==> src/rtl/mips_pkg.sv <==
// Shared run-control types and defaults for the MIPS datapath wrapper.
// State encoding matches the `state` readout seen by debug software.
package mips_pkg;

  typedef enum logic [1:0] {
    RST_HOLD = 2'd0,
    RUN      = 2'd1,
    HALTED   = 2'd2,
    STEP     = 2'd3
  } run_state_t;

  localparam int DEF_CNT_W = 32;

endpackage

==> src/rtl/mips_sat_counter.sv <==
// Saturating up-counter with asynchronous active-low clear.
// Used for the cycle and retired-instruction counters.
module mips_sat_counter #(
  parameter int W = 32
) (
  input  logic         clk,
  input  logic         reset,
  input  logic         inc,
  output logic [W-1:0] q
);

  logic [W-1:0] q_reg;

  // Holds at all-ones once reached, so long runs read as "at least max".
  always_ff @(posedge clk or negedge reset) begin
    if (!reset) begin
      q_reg <= '0;
    end else if (inc && !(&q_reg)) begin
      q_reg <= q_reg + 1'b1;
    end
  end

  assign q = q_reg;

endmodule

==> src/rtl/mips_run_ctrl.sv <==
// Run control for the MIPS datapath: reset stretching, run/halt/step gating and
// saturating perf counters. Define MIPS_RUNCTRL_WDOG_EN to add the step watchdog.
module mips_run_ctrl
  import mips_pkg::*;
#(
  parameter int RST_CYCLES  = 4,
  parameter int CNT_W       = DEF_CNT_W,
  parameter bit BOOT_HALTED = 1'b0,
  parameter int WDOG_CYCLES = 1024
) (
  input  logic             clk,
  input  logic             reset,
  input  logic             halt_req,
  input  logic             resume_req,
  input  logic             step_req,
  input  logic             core_halt,
  input  logic             retire,
  output logic             core_rst_n,
  output logic             core_en,
  output logic [1:0]       state,
  output logic             halted,
  output logic [CNT_W-1:0] cycle_cnt,
  output logic [CNT_W-1:0] instret_cnt,
  output logic             wdog_to
);

  localparam int HOLD_W = $clog2(RST_CYCLES + 1);
  localparam logic [HOLD_W-1:0] HOLD_LAST = HOLD_W'(RST_CYCLES - 1);

  if (RST_CYCLES < 1) begin : g_bad_rst_cycles
    $error("mips_run_ctrl: RST_CYCLES must be at least 1");
  end
  if (WDOG_CYCLES < 1) begin : g_bad_wdog_cycles
    $error("mips_run_ctrl: WDOG_CYCLES must be at least 1");
  end

  run_state_t        state_reg;
  run_state_t        state_next;
  logic [HOLD_W-1:0] hold_cnt_reg;
  logic              hold_done;
  logic              stop_req;
  logic              wdog_hit;
  logic              core_rst_n_reg;
  logic              core_en_reg;
  logic              halted_reg;

  assign hold_done = (hold_cnt_reg == HOLD_LAST);
  assign stop_req  = halt_req | core_halt;

  always_comb begin
    state_next = state_reg;
    case (state_reg)
      RST_HOLD: begin
        if (hold_done) begin
          state_next = BOOT_HALTED ? HALTED : RUN;
        end
      end
      RUN: begin
        if (stop_req) begin
          state_next = HALTED;
        end
      end
      HALTED: begin
        if (halt_req) begin
          state_next = HALTED;
        end else if (resume_req) begin
          state_next = RUN;
        end else if (step_req) begin
          state_next = STEP;
        end
      end
      STEP: begin
        // A retire or stop coincident with watchdog expiry ends the step normally.
        if (retire || stop_req || wdog_hit) begin
          state_next = HALTED;
        end
      end
      default: state_next = RST_HOLD;
    endcase
  end

  // Outputs are decoded from the next state so they change on the same edge as state.
  always_ff @(posedge clk or negedge reset) begin
    if (!reset) begin
      state_reg      <= RST_HOLD;
      hold_cnt_reg   <= '0;
      core_rst_n_reg <= 1'b0;
      core_en_reg    <= 1'b0;
      halted_reg     <= 1'b0;
    end else begin
      state_reg      <= state_next;
      if (state_reg == RST_HOLD && !hold_done) begin
        hold_cnt_reg <= hold_cnt_reg + 1'b1;
      end
      core_rst_n_reg <= (state_next != RST_HOLD);
      core_en_reg    <= (state_next == RUN) || (state_next == STEP);
      halted_reg     <= (state_next == HALTED);
    end
  end

`ifdef MIPS_RUNCTRL_WDOG_EN
  localparam int WDOG_W = $clog2(WDOG_CYCLES + 1);
  localparam logic [WDOG_W-1:0] WDOG_LAST = WDOG_W'(WDOG_CYCLES - 1);

  logic [WDOG_W-1:0] wdog_cnt_reg;
  logic              wdog_to_reg;
  logic              wdog_fire;

  assign wdog_hit  = (state_reg == STEP) && (wdog_cnt_reg == WDOG_LAST);
  assign wdog_fire = wdog_hit && !retire && !stop_req;

  always_ff @(posedge clk or negedge reset) begin
    if (!reset) begin
      wdog_cnt_reg <= '0;
      wdog_to_reg  <= 1'b0;
    end else begin
      if (state_next == STEP && state_reg != STEP) begin
        wdog_cnt_reg <= '0;
      end else if (state_reg == STEP && !wdog_hit) begin
        wdog_cnt_reg <= wdog_cnt_reg + 1'b1;
      end
      if (wdog_fire) begin
        wdog_to_reg <= 1'b1;
      end
    end
  end

  assign wdog_to = wdog_to_reg;
`else
  assign wdog_hit = 1'b0;
  assign wdog_to  = 1'b0;
`endif

  // Index 0 counts enabled cycles, index 1 counts retirements while enabled.
  logic [1:0]       cnt_inc;
  logic [CNT_W-1:0] cnt_q [2];

  assign cnt_inc[0] = core_en_reg;
  assign cnt_inc[1] = core_en_reg & retire;

  for (genvar gi = 0; gi < 2; gi++) begin : g_cnt
    mips_sat_counter #(
      .W(CNT_W)
    ) u_cnt (
      .clk  (clk),
      .reset(reset),
      .inc  (cnt_inc[gi]),
      .q    (cnt_q[gi])
    );
  end

  assign core_rst_n  = core_rst_n_reg;
  assign core_en     = core_en_reg;
  assign state       = state_reg;
  assign halted      = halted_reg;
  assign cycle_cnt   = cnt_q[0];
  assign instret_cnt = cnt_q[1];

endmodule

==> config.mk <==
export PLATFORM = sky130hd
export DESIGN_NAME = mips_run_ctrl
export DESIGN_NICKNAME = d
export VERILOG_FILES = /design/src/rtl/mips_pkg.sv /design/src/rtl/mips_sat_counter.sv /design/src/rtl/mips_run_ctrl.sv
export SDC_FILE = /design/constraint.sdc
export NUM_CORES = 1
export LEC_CHECK = 0
export BUFFER_PORTS_ARGS = -buffer_cell sky130_fd_sc_hd__buf_2
export CAP_MARGIN = 20
export CORE_MARGIN = 1
export CORE_UTILIZATION = 40
export CTS_BUF_LIST = sky130_fd_sc_hd__clkbuf_4 sky130_fd_sc_hd__clkbuf_8
export DETAILED_ROUTE_END_ITERATION = 8
export PLACE_DENSITY = 0.6
export SYNTH_ARGS = -nofsm -noshare
export SYNTH_HDL_FRONTEND = slang
export SYNTH_HIERARCHICAL = 1
export SYNTH_SLANG_ARGS = --single-unit
export TNS_END_PERCENT = 1
==> constraint.sdc <==
create_clock -name clk -period 2.3 [get_ports clk]
set_input_delay 0.115 -clock clk [delete_from_list [all_inputs] [get_ports clk]]
set_output_delay 0.115 -clock clk [all_outputs]
set_load 0.01 [all_outputs]
==> results.toml <==
[outcome]
status = "finished, final reports clean"

[setup_path]
criticalPathCategory = "flip-flop to flip-flop"
cp-start-kind = "flip-flop"
critical_path.max_stage_delay_ns = 0.41
cp_slowest_cell = "a211o_1"
cp.arrival_ns = 2.26
cp_max_fo = 5
path_buf_inv = 0
rr_endpoint = "g_cnt[0].u_cnt/q[22]"
r2r_slack_ns = 0.31
crit_family = "simple AND/OR/NAND/NOR gates"
critical_path.cell_chain = "ha_1 > and4_1 > nand4_1 > a211o_1 > nor3_1 > xor2_1"
crit_cells = 6
r2r-start = "g_cnt[0].u_cnt/q[0]"
worst_setup_path_end_kind = "flip-flop"
r2r_cells = 6
cp.required_ns = 2.56

[floorplan]
core_um2 = 8340
std_cell_rows = 33
dieArea_um2 = 9120
die-height_um = 95.5
die_w_um = 95.5
floorplan.initialDensity_pct = 41.9
io_pins = 77

[synth]
synth_compound_area_share_pct = 6.83
synthTopCellsByArea = "dfrtp_1 (51%), xnor2_1 (11%), nand3_1 (4.3%), nand4_1 (3.9%), xor2_1 (3.5%)"
yosys.area_share.simple_pct = 24.4
seq_area_frac_synth_pct = 50.8
synth-xor-area-share_pct = 14.3
avgSynthCellArea_um2 = 10.9
ys_types = 38
ys_seq_elements = 71
syn_inst = 322
synth_area_leader_cell = "dfrtp_1"
synth_fa_ha_area_share_pct = 1.43
synth_warnings = 6
synth_nets = 333
yosysMostFrequentCell = "dfrtp_1"
synth_edf_count = 0
synth_top_family_by_area = "simple AND/OR/NAND/NOR gates"
yosys-top-cells-count = "dfrtp_1 (71), xnor2_1 (43), nand3_1 (30), nand2_1 (26), nor2_1 (26)"
synth.area.mux_share_pct = 1.07
synth_area_um2 = 3500
synth_top_area_share_pct = 50.8
synth_ff_type = "dfrtp_1"
synthArstFlopShare_pct = 100

[hold_path]
hold_end = "state[1]"
hp-class = "input pin to flip-flop"
hp-start = "core_halt"
hold_depth = 3

[timing]
grt_setup_unrepaired = "false"
slew_headroom_pct = 49.5
setup_tns_ns = 0
slew_viol_final = 0
fmax_mhz = 501
min_period_ns = 1.99
finalSetupViolations = 0
finClkSkew_ns = 0.00778
hold_viol = 0
finalCritPeriodShare_pct = 86.7
tightest_slew_ns = 0.757
hold_slack_ns = 0.0325

[placement]
gp_congestion = 0.824
dp.cells = 504
dp_hpwl_um = 5480
port_buffers = 75

[cts]
numCtsBuffers = 9
cts_max_path_buffers = 2
clkLatencyLatePin_ns = 0.34
cts.clk_slew.worst_paths_ns = 0.07
cts-root-buf = "clkbuf_8"
cts_sinks = 71
tritoncts = "built"
htreeDepth = 3
cts-resized-gates = 0
post_cts_buffers = 0

[drt]
drt-initial-drc-count = 126
wl_met1_um = 3690
dr.pass1.iters = 4
vias_per_cell = 5.29
drtAntennaViolNets = 0
wirelength_um = 7470
route.met2.wl_um = 3340
wl_per_cell_um = 14.4
vias = 2742
drc = 0
wl_met3_um = 309
top_layer = "met4"

[grt]
grt-ovfl-total = 0
track_usage_pct = 17.5
grt_max_degree = 41
first_global_vias = 2552
antenna_found_initial = 0
grt_pass1_wl_um = 12100

[final_layout]
drive_above_1_share_pct = 28.3
largest_reg_flops = 64
nets = 422
layout.cells.non_filler = 518
fin_util_pct = 50.4
fillers = 782
n_antenna_cell = 0
synthToLayoutAreaGrowth_pct = 20.3

[pwr]
p_leak_nw = 2.02
power.density_nw_per_um2 = 718
peakVddDrop_v = 0.000387
p_total_mw = 3.02

[flow_run]
drv_cap = 0
[area by class of cell]
type | count | area [um^2] | area share [%]
Clock buffer | 12 | 165 | 3.93
Clock inverter | 1 | 5.00 | 0.119
Inverter | 3 | 11.3 | 0.268
Multi-Input combinational cell | 245 | 1680 | 40.0
Sequential cell | 71 | 1780 | 42.2
Tap cell | 105 | 131 | 3.12
Timing Repair Buffer | 81 | 435 | 10.3
[worst min-delay path: cells and delay by family]
family / cells / cell delay (ns)
buf+inv: 1 / 0.09
simple gates: 2 / 0.12
[cells in the final DEF (no fill, tap or decap), drive strengths merged, types with 3 or more instances in the layout]
| cell | instances |
|---|---|
| buf | 80 |
| dfrtp | 71 |
| xnor2 | 43 |
| nand3 | 30 |
| nor2 | 26 |
| nand2 | 26 |
| nand4 | 24 |
| xor2 | 14 |
| clkbuf | 12 |
| and3 | 12 |
| a21oi | 11 |
| a211oi | 8 |
| and2 | 7 |
| nor3 | 5 |
| ha | 4 |
| and4 | 4 |
| nor4 | 4 |
| o21ai | 3 |
| a211o | 3 |
| nand2b | 3 |
| inv | 3 |
| mux2 | 3 |
[worst max path at each step]
stage	slack, ns	startpoint	endpoint
floorplan	0.41	core_en	g_cnt[1].u_cnt/q[22]
global route	0.15	g_cnt[1].u_cnt/q[0]	g_cnt[1].u_cnt/q[22]
detailed placement	0.32	g_cnt[1].u_cnt/q[0]	g_cnt[1].u_cnt/q[22]
global placement	0.31	g_cnt[1].u_cnt/q[0]	g_cnt[1].u_cnt/q[22]
CTS	0.29	g_cnt[1].u_cnt/q[0]	g_cnt[1].u_cnt/q[22]
finish	0.31	g_cnt[0].u_cnt/q[0]	g_cnt[0].u_cnt/q[22]
[where the power goes]
group          internal [mW]  switching, mW  total (mW)
Clock                  0.461          0.435       0.896
Combinational          0.279          0.315       0.593
Sequential              1.39          0.148        1.53
Total                   2.13          0.897        3.02
[cells by family after synthesis]
logic type      count (synthesis)
simple gates                  150
compound gates                 30
fa+ha+maj                       4
xor+xnor                       57
flops                          71
other cells                     1
mux                             3
buf+inv                         6
[metal layers]
layer	GRT usage [%]	up-vias
met5	0	-
met4	7.46	0
met3	3.27	10
met2	26.2	77
met1	24.8	1331
li1	-	1324
[timing repair]
action | in CTS | in global routing
setup endpoints to repair | 0 | 0
hold buffers | 1 | 0
hold endpoints to repair | 31 | 0
[per-stage QoR]
step | instance area (um^2) | worst slack (ns)
2_1_floorplan | 3500 | 0.413
3_5_place_dp | 4030 | 0.316
5_1_grt | 4210 | 0.154
4_1_cts | 4210 | 0.292
6_report | 4210 | 0.306
3_3_place_gp | 4030 | 0.306
Note: power is estimated with default switching activity, not from simulation.
